<file path="config.mk">
export PLATFORM = sky130hd
export DESIGN_NAME = esp_boot_seq
export DESIGN_NICKNAME = d
export VERILOG_FILES = /design/src/rtl/esp_boot_seq.sv
export SDC_FILE = /design/constraint.sdc
export NUM_CORES = 1
export LEC_CHECK = 0
export BUFFER_PORTS_ARGS = -buffer_cell sky130_fd_sc_hd__clkbuf_2
export CAP_MARGIN = 20
export CORE_ASPECT_RATIO = 0.5
export CORE_UTILIZATION = 51
export DETAILED_ROUTE_END_ITERATION = 10
export GPL_ROUTABILITY_DRIVEN = 0
export GPL_TIMING_DRIVEN = 1
export PLACE_DENSITY = 0.76
export SLEW_MARGIN = 10
export SYNTH_ARGS = -nofsm -noshare
export SYNTH_HDL_FRONTEND = slang
export SYNTH_SLANG_ARGS = --single-unit
</file>
<file path="constraint.sdc">
create_clock -name clk -period 2.2 [get_ports clk]
set_input_delay 0.44 -clock clk [delete_from_list [all_inputs] [get_ports clk]]
set_output_delay 0.44 -clock clk [all_outputs]
set_load 0.02 [all_outputs]
</file>
<file path="src/rtl/esp_boot_seq.sv">
// ESP8266 power-up/reset sequencer exposed as a bus peripheral.
// Drives the module EN/RST pins, waits for first UART activity, retries on timeout.
module esp_boot_seq #(
  parameter int unsigned RST_CYCLES  = 50000,
  parameter int unsigned BOOT_CYCLES = 10000000,
  parameter int unsigned RSP_TIMEOUT = 25000000,
  parameter int unsigned MAX_RETRY   = 3
) (
  input  logic        clk,
  input  logic        sys_rst,
  input  logic        cs,
  input  logic        rd,
  input  logic        wr,
  input  logic [3:0]  addr,
  input  logic [15:0] d_in,
  output logic [15:0] d_out,
  input  logic        rx_activity,
  output logic        mod_en,
  output logic        mod_rst,
  output logic        done
);

  typedef enum logic [2:0] {
    ST_IDLE     = 3'd0,
    ST_RESET    = 3'd1,
    ST_BOOT     = 3'd2,
    ST_WAIT_RSP = 3'd3,
    ST_READY    = 3'd4,
    ST_FAIL     = 3'd5
  } state_t;

  state_t      state_reg, state_next;
  logic [31:0] count_reg;
  logic [1:0]  retry_reg, retry_next;
  logic [1:0]  retry_inc;
  logic        ctrl_wr, start, abort;
  logic        busy;
  logic [15:0] status;
  logic        en_next, rst_next, done_next;
  logic        unused_din;

  assign ctrl_wr    = cs & wr & (addr == 4'h0);
  assign start      = ctrl_wr & d_in[0];
  assign abort      = ctrl_wr & d_in[1];
  assign unused_din = ^d_in[15:2];
  assign retry_inc  = retry_reg + 2'd1;

  assign busy   = (state_reg == ST_RESET) || (state_reg == ST_BOOT) || (state_reg == ST_WAIT_RSP);
  assign status = {8'b0, state_reg, retry_reg, (state_reg == ST_FAIL), (state_reg == ST_READY), busy};

  // Abort overrides everything, including a start in the same write.
  always_comb begin
    state_next = state_reg;
    retry_next = retry_reg;
    if (abort) begin
      state_next = ST_IDLE;
    end else begin
      case (state_reg)
        ST_IDLE, ST_READY, ST_FAIL: begin
          if (start) begin
            state_next = ST_RESET;
            retry_next = 2'd0;
          end
        end
        ST_RESET: begin
          if (count_reg == RST_CYCLES - 1) state_next = ST_BOOT;
        end
        ST_BOOT: begin
          if (count_reg == BOOT_CYCLES - 1) state_next = ST_WAIT_RSP;
        end
        ST_WAIT_RSP: begin
          if (rx_activity) begin
            state_next = ST_READY;
          end else if (count_reg == RSP_TIMEOUT - 1) begin
            retry_next = retry_inc;
            state_next = (retry_inc == 2'(MAX_RETRY)) ? ST_FAIL : ST_RESET;
          end
        end
        default: state_next = ST_IDLE;
      endcase
    end
  end

  // Pins are decoded from the next state so they switch on the transition edge.
  always_comb begin
    en_next   = (state_next == ST_RESET) || (state_next == ST_BOOT) ||
                (state_next == ST_WAIT_RSP) || (state_next == ST_READY);
    rst_next  = (state_next == ST_BOOT) || (state_next == ST_WAIT_RSP) || (state_next == ST_READY);
    done_next = (state_next != state_reg) &&
                ((state_next == ST_READY) || (state_next == ST_FAIL));
  end

  always_ff @(posedge clk or negedge sys_rst) begin
    if (!sys_rst) begin
      state_reg <= ST_IDLE;
      count_reg <= '0;
      retry_reg <= 2'd0;
      mod_en    <= 1'b0;
      mod_rst   <= 1'b0;
      done      <= 1'b0;
      d_out     <= 16'h0000;
    end else begin
      state_reg <= state_next;
      retry_reg <= retry_next;
      count_reg <= (state_next != state_reg) ? 32'd0 : count_reg + 32'd1;
      mod_en    <= en_next;
      mod_rst   <= rst_next;
      done      <= done_next;
      if (cs && rd) begin
        d_out <= (addr == 4'h2) ? status : 16'h0000;
      end
    end
  end

endmodule

</file>
==> run summary, run 1 <==
======================================================================================
Run status                                                                finished, violations left
Violated checks                                                           negative setup slack
Setup violation total in the final timing report                                    36
Fin Clk Skew                                                                   6.09 ps
Overall fraction of global-route tracks in use                                   27.9%
Grt total ovfl                                                                       0
Largest cells by area after synthesis                                     sky130_fd_sc_hd__dfrtp_1 (42%), sky130_fd_sc_hd__nand2_1 (6.0%), sky130_fd_sc_hd__xnor2_1 (4.9%)
Inserted Clock Buffers                                                               5
Total number of vias                                                              2785
Post-synthesis compound-gate area fraction                                       10.3%
Top-Level Pins                                                                      45
Relative max-transition margin                                                   54.2%
Final net count                                                                    421
Number of different library cells in the post-synthesis netlist                     55
Router iterations before antenna repair                                              5
Transition time at the pin with the least slew margin                           686 ps
Adder-cell share of the synthesized area                                        0.869%
Synth-to-Final Area Change                                                       35.0%
Area of the die                                                             5970 sq um
Setup WS post-layout                                                           -264 ps
HPWL reported at the end of detailed placement                                 5.08 mm
Total number of yosys warnings                                                       0
Iteration-0 DRC Markers                                                            303
Dominant cell type by area after synthesis                                sky130_fd_sc_hd__dfrtp_1
Max-cap viol count                                                                   0
Clock tree from TritonCTS                                                        built
Net switching power of the design                                               774 uW
Number of flip-flops under the largest register name                                32
Number of vias per cell after detailed routing                                    6.00
Most frequent cell after synthesis                                        sky130_fd_sc_hd__dfrtp_1
Fin. Hold Viols                                                                      0
Final standard cell utilization of the core                                      75.0%
CP Launch Type                                                                register
Number of antenna violations at the first check in global routing                    0
Drt drc                                                                              0
Max Clk Rate                                                                   406 MHz
Relative contribution of the clock network to total power                        34.6%
Cts hold-fix bufs                                                                    0
Share of total power in combinational logic                                      28.1%
Number of antenna diodes                                                             0
Core region area                                                            5180 sq um
Endpoint type of the worst setup path                                         register
Post-synthesis sequential element count                                             48
Maximum vdd drop                                                            0.000367 V
H-tree depth reported by CTS                                                         2
# port buffers                                                                      22
Ratio of total power to cell area                                          656 nW/um^2
Required @ worst endpoint                                                      2420 ps
Critical Path AT                                                               2690 ps
Post-synthesis area per instance                                            9.23 sq um
X dimension of the die                                                     108 microns
Most used flip-flop cell after synthesis                                  sky130_fd_sc_hd__dfrtp_1
Pin count of the biggest net entering global routing                                33
Final slew viol count                                                                0
Worst min-delay path class                                                primary input to async pin
Share of layout cells above drive strength 1                                     39.3%
Clock slew at the register clock pins of the worst setup and hold paths          70 ps
Unrepaired setup endpoints after global routing                                   true
Synth Instances                                                                    312
Vias in the first global route                                                    2565
Clock latency on the worst-skew pair                                            290 ps
Number of enable-type register cells in the synthesized netlist                      0
Global-route wire length before repair                                         12.4 mm
Number of inserted filler cells in the final layout                                299
Count of nets left with antenna violations after detail routing                      0
Area share of the largest cell type after synthesis                              41.7%
Static leakage                                                              0.00172 uW
Sequential cell fraction of total power                                          37.3%
Fraction of the mapped netlist area in simple logic gates                        30.6%
Proportion of synthesized area in mux cells                                     0.521%
Fraction of registers with async set or reset after synthesis                     100%
WS Path Type                                                              register to register
Clock period minus worst slack                                                 2460 ps
Finished Layout Cells                                                              464
Clock tree buffer depth                                                              2
Sequential element share of the synthesized area                                 41.7%
Switching share of power                                                         30.4%
Total number of placement rows                                                      18
Main combinational cell family by area after synthesis                    simple AND/OR/NAND/NOR gates
Netlist Area Pre-Place                                                      2880 sq um
Internal power                                                                 1780 uW
Buffer type at the clock tree root                                        sky130_fd_sc_hd__clkbuf_16
Routed wire length per instance                                           18.3 microns
Die Y-Extent                                                              55.1 microns
Cell total after placement                                                         447
DRT Wirelength                                                                 8.49 mm
Starting Density                                                                 55.6%
Clk sinks                                                                           48
Most instantiated cells after synthesis                                   sky130_fd_sc_hd__dfrtp_1 (48), sky130_fd_sc_hd__nand2_1 (46), sky130_fd_sc_hd__nor2_1 (24), sky130_fd_sc_hd__nor2_2 (19), sky130_fd_sc_hd__xnor2_1 (16)
Top fanout value on the critical path                                               11
Crit share post-route                                                             112%
XOR/XNOR Fraction of Synth Area                                                  9.12%
======================================================================================
power groups by stage:
stage                     logic [uW]  clock network [uW]  registers, uW
after detailed placement         530                   0            966
after global placement           505                   0            964
final                            716                 882            952
after floorplan                  349                   0            985
after global routing             758                 938            955
after CTS                        631                 892            951
metal layers:
metal | vias to the layer above | routed length (microns) | share of wire (%) | track usage, %
met5 | - | 0 | 0 | 0
met4 | 0 | 253 | 3.0 | 9.23
met3 | 31 | 694 | 8.2 | 6.56
met2 | 157 | 4120 | 49 | 49.5
met1 | 1344 | 3420 | 40 | 34.8
li1 | 1253 | - | - | -
metrics by stage:
| stage | setup TNS, ps | total power [uW] | hold WS (ps) | worst slack [ps] | cell area (sq um) |
|---|---|---|---|---|---|
| final | -7080 | 2550 | 173 | -264 | 3890 |
| after global routing | -8770 | 2650 | 213 | -302 | 3890 |
| after CTS | -4160 | 2470 | 179 | -163 | 3750 |
| after detailed placement | -5630 | 1500 | 487 | -222 | 3430 |
| after global placement | -5290 | 1470 | 480 | -214 | 3430 |
| after floorplan | -2020 | 1330 | 144 | -143 | 2920 |
placed cells by master (no fill, tap or decap), types with 3 or more instances in the layout:
cell                        instances
sky130_fd_sc_hd__a32o_1             3
sky130_fd_sc_hd__nor2_4            14
sky130_fd_sc_hd__dfrtp_1           48
sky130_fd_sc_hd__and3_1             3
sky130_fd_sc_hd__a311oi_1           3
sky130_fd_sc_hd__conb_1             8
sky130_fd_sc_hd__nor2_2            15
sky130_fd_sc_hd__xor2_1            14
sky130_fd_sc_hd__xnor2_1           16
sky130_fd_sc_hd__buf_6              7
sky130_fd_sc_hd__nor3b_2            3
sky130_fd_sc_hd__clkbuf_16          5
sky130_fd_sc_hd__clkbuf_2          22
sky130_fd_sc_hd__and4_1             3
sky130_fd_sc_hd__inv_1              9
sky130_fd_sc_hd__a22o_1             6
sky130_fd_sc_hd__nor3_1            10
sky130_fd_sc_hd__nand2_1           46
sky130_fd_sc_hd__or4_4              3
sky130_fd_sc_hd__nor4_1            10
sky130_fd_sc_hd__nor2_1            14
sky130_fd_sc_hd__nand4_1           11
sky130_fd_sc_hd__buf_4             57
sky130_fd_sc_hd__nand3_1           13
critical path: stages, from the launching register on:
cell                      delay, ps
sky130_fd_sc_hd__dfrtp_1        370
sky130_fd_sc_hd__buf_4          210
sky130_fd_sc_hd__nor2b_1        380
sky130_fd_sc_hd__nand2_1        180
sky130_fd_sc_hd__o22a_1         290
sky130_fd_sc_hd__a31oi_4        270
sky130_fd_sc_hd__mux2_4         420
sky130_fd_sc_hd__buf_6          170
sky130_fd_sc_hd__nor2_2          90
repair_timing:
action,4_1_cts,5_1_grt
endpoints found under the setup margin,35,38
pin swaps,8,8
setup buffers,5,3
cloned,1,0
gates resized for setup,23,28
path summary, 6_finish.rpt:
path                              start       endpoint  slack, ps  cells past startpoint
max                        state_reg[0]  count_reg[15]       -260                      8
min                             sys_rst       d_out[1]        170                      1
max reg2reg                state_reg[0]  count_reg[15]       -260                      8
min reg2reg                    d_out[1]       d_out[1]        500                      1
max in group asynchronous       sys_rst  count_reg[16]       1450                      2
min in group clk               d_out[1]       d_out[1]        500                      1
logic make-up (layout without fill, tap and decap cells):
family,count (synthesis),in the layout
buffers and inverters,33,107
flip-flops,48,48
adder cells (fa/ha/maj),2,2
XOR/XNOR,30,30
multiplexers,1,2
other,1,8
AND/OR/NAND/NOR,163,163
AO/OA/AOI/OAI,34,34
final cells by class:
class | instances | area (sq um) | area share (%)
Multi-Input combinational cell | 239 | 1720 | 44.2
Sequential cell | 48 | 1200 | 30.9
Timing Repair Buffer | 89 | 672 | 17.3
Clock buffer | 5 | 125 | 3.22
Tap cell | 70 | 87.6 | 2.25
Clock inverter | 3 | 46.3 | 1.19
Inverter | 10 | 37.5 | 0.966
No activity file was read; power rests on OpenSTA's default activity.
==> inputs of run 2 (changes only) <==
- CORE_MARGIN: default -> 2
==> run summary, run 2 (same netlist as run 1, synthesis figures left out) <==
======================================================================================
Critical Path AT                                                               2740 ps
Pin count of the biggest net entering global routing                                49
Pre-CTS setup slack                                                            -267 ps
Net switching power of the design                                               791 uW
CP Launch Type                                                                register
# port buffers                                                                      22
Count of nets left with antenna violations after detail routing                      0
Design Area, Final                                                          3890 sq um
Share of total power in combinational logic                                      28.6%
Unrepaired setup endpoints after global routing                                   true
Internal power                                                                 1930 uW
Clock period minus worst slack                                                 2560 ps
Multi-input gate area in the final layout                                   1730 sq um
Clock tree from TritonCTS                                                        built
H-tree depth reported by CTS                                                         2
Transition time at the pin with the least slew margin                           627 ps
Setup WS post-layout                                                           -358 ps
Total Neg Setup Slack                                                        -10290 ps
Buffer type at the clock tree root                                        sky130_fd_sc_hd__clkbuf_16
Routed wire length per instance                                           19.9 microns
Number of vias per cell after detailed routing                                    6.28
Violated checks                                                           negative setup slack
Final slew viol count                                                                0
DRT Wirelength                                                                 9.19 mm
Global-route wire length before repair                                         12.5 mm
Cells traversed along the worst timing path                               nor3_1, nand4_1, buf_4, or3_4, o31ai_4, mux2_4, clkbuf_16, nor2_2
Clock tree buffer depth                                                              2
Max-cap viol count                                                                   0
Leading cell type in the layout, fill and taps excluded                   sky130_fd_sc_hd__buf_4
Crit share post-route                                                             116%
Area of the die                                                             6300 sq um
Largest delay contributor family on the critical path                     simple AND/OR/NAND/NOR gates
Inserted Clock Buffers                                                               5
Placement-stage cell area                                                   3410 sq um
Clock slew at the register clock pins of the worst setup and hold paths          60 ps
Share of layout cells above drive strength 1                                     38.1%
Overall fraction of global-route tracks in use                                   26.1%
Worst setup path start                                                    count_reg[22]
Required @ worst endpoint                                                      2390 ps
Number of antenna diodes                                                             0
Total number of vias                                                              2897
Number of inserted filler cells in the final layout                                337
Relative max-transition margin                                                   58.2%
Final net count                                                                    416
Storage cell area                                                           1200 sq um
Die Y-Extent                                                              57.1 microns
Starting Density                                                                 52.7%
Core region area                                                            5470 sq um
Relative contribution of the clock network to total power                        35.9%
Router iterations before antenna repair                                              5
Maximum vdd drop                                                            0.000400 V
Highest-count cells in the layout ignoring fill and taps                  sky130_fd_sc_hd__buf_4 (50), sky130_fd_sc_hd__dfrtp_1 (48), sky130_fd_sc_hd__nand2_1 (46)
Clock latency on the worst-skew pair                                            290 ps
Run status                                                                finished, violations left
Max Clk Rate                                                                   391 MHz
Endpoint type of the worst setup path                                         register
Static leakage                                                              0.00170 uW
Final standard cell utilization of the core                                      71.2%
Maximum single-stage delay on the critical path                                 400 ps
WS Path Type                                                              register to register
Number of buffers and inverters on the critical path                                 2
HPWL reported at the end of detailed placement                                 4.99 mm
Vias in the first global route                                                    2644
X dimension of the die                                                     110 microns
Fin. Hold Viols                                                                      0
Clk sinks                                                                           48
Grt total ovfl                                                                       0
Drt drc                                                                              0
Iteration-0 DRC Markers                                                            395
Worst min-delay path class                                                primary input to async pin
Top fanout value on the critical path                                                7
Cell with the largest stage delay on the worst path                       sky130_fd_sc_hd__or3_4
Number of antenna violations at the first check in global routing                    0
Fin Clk Skew                                                                   7.26 ps
Sequential cell fraction of total power                                          35.4%
Top-Level Pins                                                                      45
Switching share of power                                                         29.1%
Ratio of total power to cell area                                          699 nW/um^2
Cts hold-fix bufs                                                                    0
Number of flip-flops under the largest register name                                32
Setup violation total in the final timing report                                    36
Total number of placement rows                                                      19
Critical R2R Launch                                                       count_reg[22]
Synth-to-Final Area Change                                                       35.2%
======================================================================================
[run 2: cell types whose count changed in the layout (fill, tap and decap cells not counted), moves of 2 or more]
cell and delta:
sky130_fd_sc_hd__nor2_4 -6, sky130_fd_sc_hd__nor2_1 +2, sky130_fd_sc_hd__buf_4 -7, sky130_fd_sc_hd__nor2_2 +4
sky130_fd_sc_hd__buf_6 +2
[run 2: what timing repair did]
action                     4_1_cts  5_1_grt
cloned                           1        1
buffers inserted                 3        1
resized for setup               25       23
hold endpoints to repair         0        0
pin swaps                        6        5
setup endpoints to repair       35       35
[run 2: worst reg2reg max path: stages, from the launching register on]
cell	delay [ps]
sky130_fd_sc_hd__dfrtp_1	390
sky130_fd_sc_hd__nor3_1	320
sky130_fd_sc_hd__nand4_1	280
sky130_fd_sc_hd__buf_4	240
sky130_fd_sc_hd__or3_4	400
sky130_fd_sc_hd__o31ai_4	280
sky130_fd_sc_hd__mux2_4	330
sky130_fd_sc_hd__clkbuf_16	190
sky130_fd_sc_hd__nor2_2	30
[run 2: power by group through the flow]
| stage | registers [uW] | logic [uW] | clock network (uW) |
|---|---|---|---|
| after CTS | 957 | 647 | 972 |
| final | 964 | 780 | 978 |
| after floorplan | 985 | 349 | 0 |
| after global routing | 963 | 815 | 1030 |
| after detailed placement | 971 | 549 | 0 |
| after global placement | 965 | 512 | 0 |
[run 2: final cells by class]
type	instances	area share, %
clock buffer	5	3.21
multi-input combinational	239	44.3
timing repair buffer	84	16.7
clock inverter	2	1.54
inverter	10	0.964
tap	73	2.35
sequential	48	30.8
[run 2: layer usage]
metal	vias up	GRT usage, %	share of wire (%)
met1	1379	32.4	38
li1	1234	-	-
met4	0	10.4	4.9
met3	54	6.06	10
met2	230	44.3	46
met5	-	0	0
[run 2: path summary, 6_finish.rpt]
check	endpoint	cells after the start	slack (ps)
worst min-delay path	d_out[3]	2	240
max in group asynchronous	count_reg[7]	2	1520
worst min register to register	d_out[3]	1	510
min in group clk	d_out[3]	1	510
worst max register to register	count_reg[17]	8	-360
worst max-delay path	count_reg[17]	8	-360
[run 2: per-stage QoR]
| step | hold WS, ps | total power, uW | cells |
|---|---|---|---|
| floorplan | 144 | 1330 | 319 |
| global placement | 480 | 1480 | 448 |
| detailed placement | 496 | 1520 | 448 |
| CTS | 271 | 2580 | 459 |
| global route | 302 | 2800 | 461 |
| finish | 241 | 2720 | 461 |
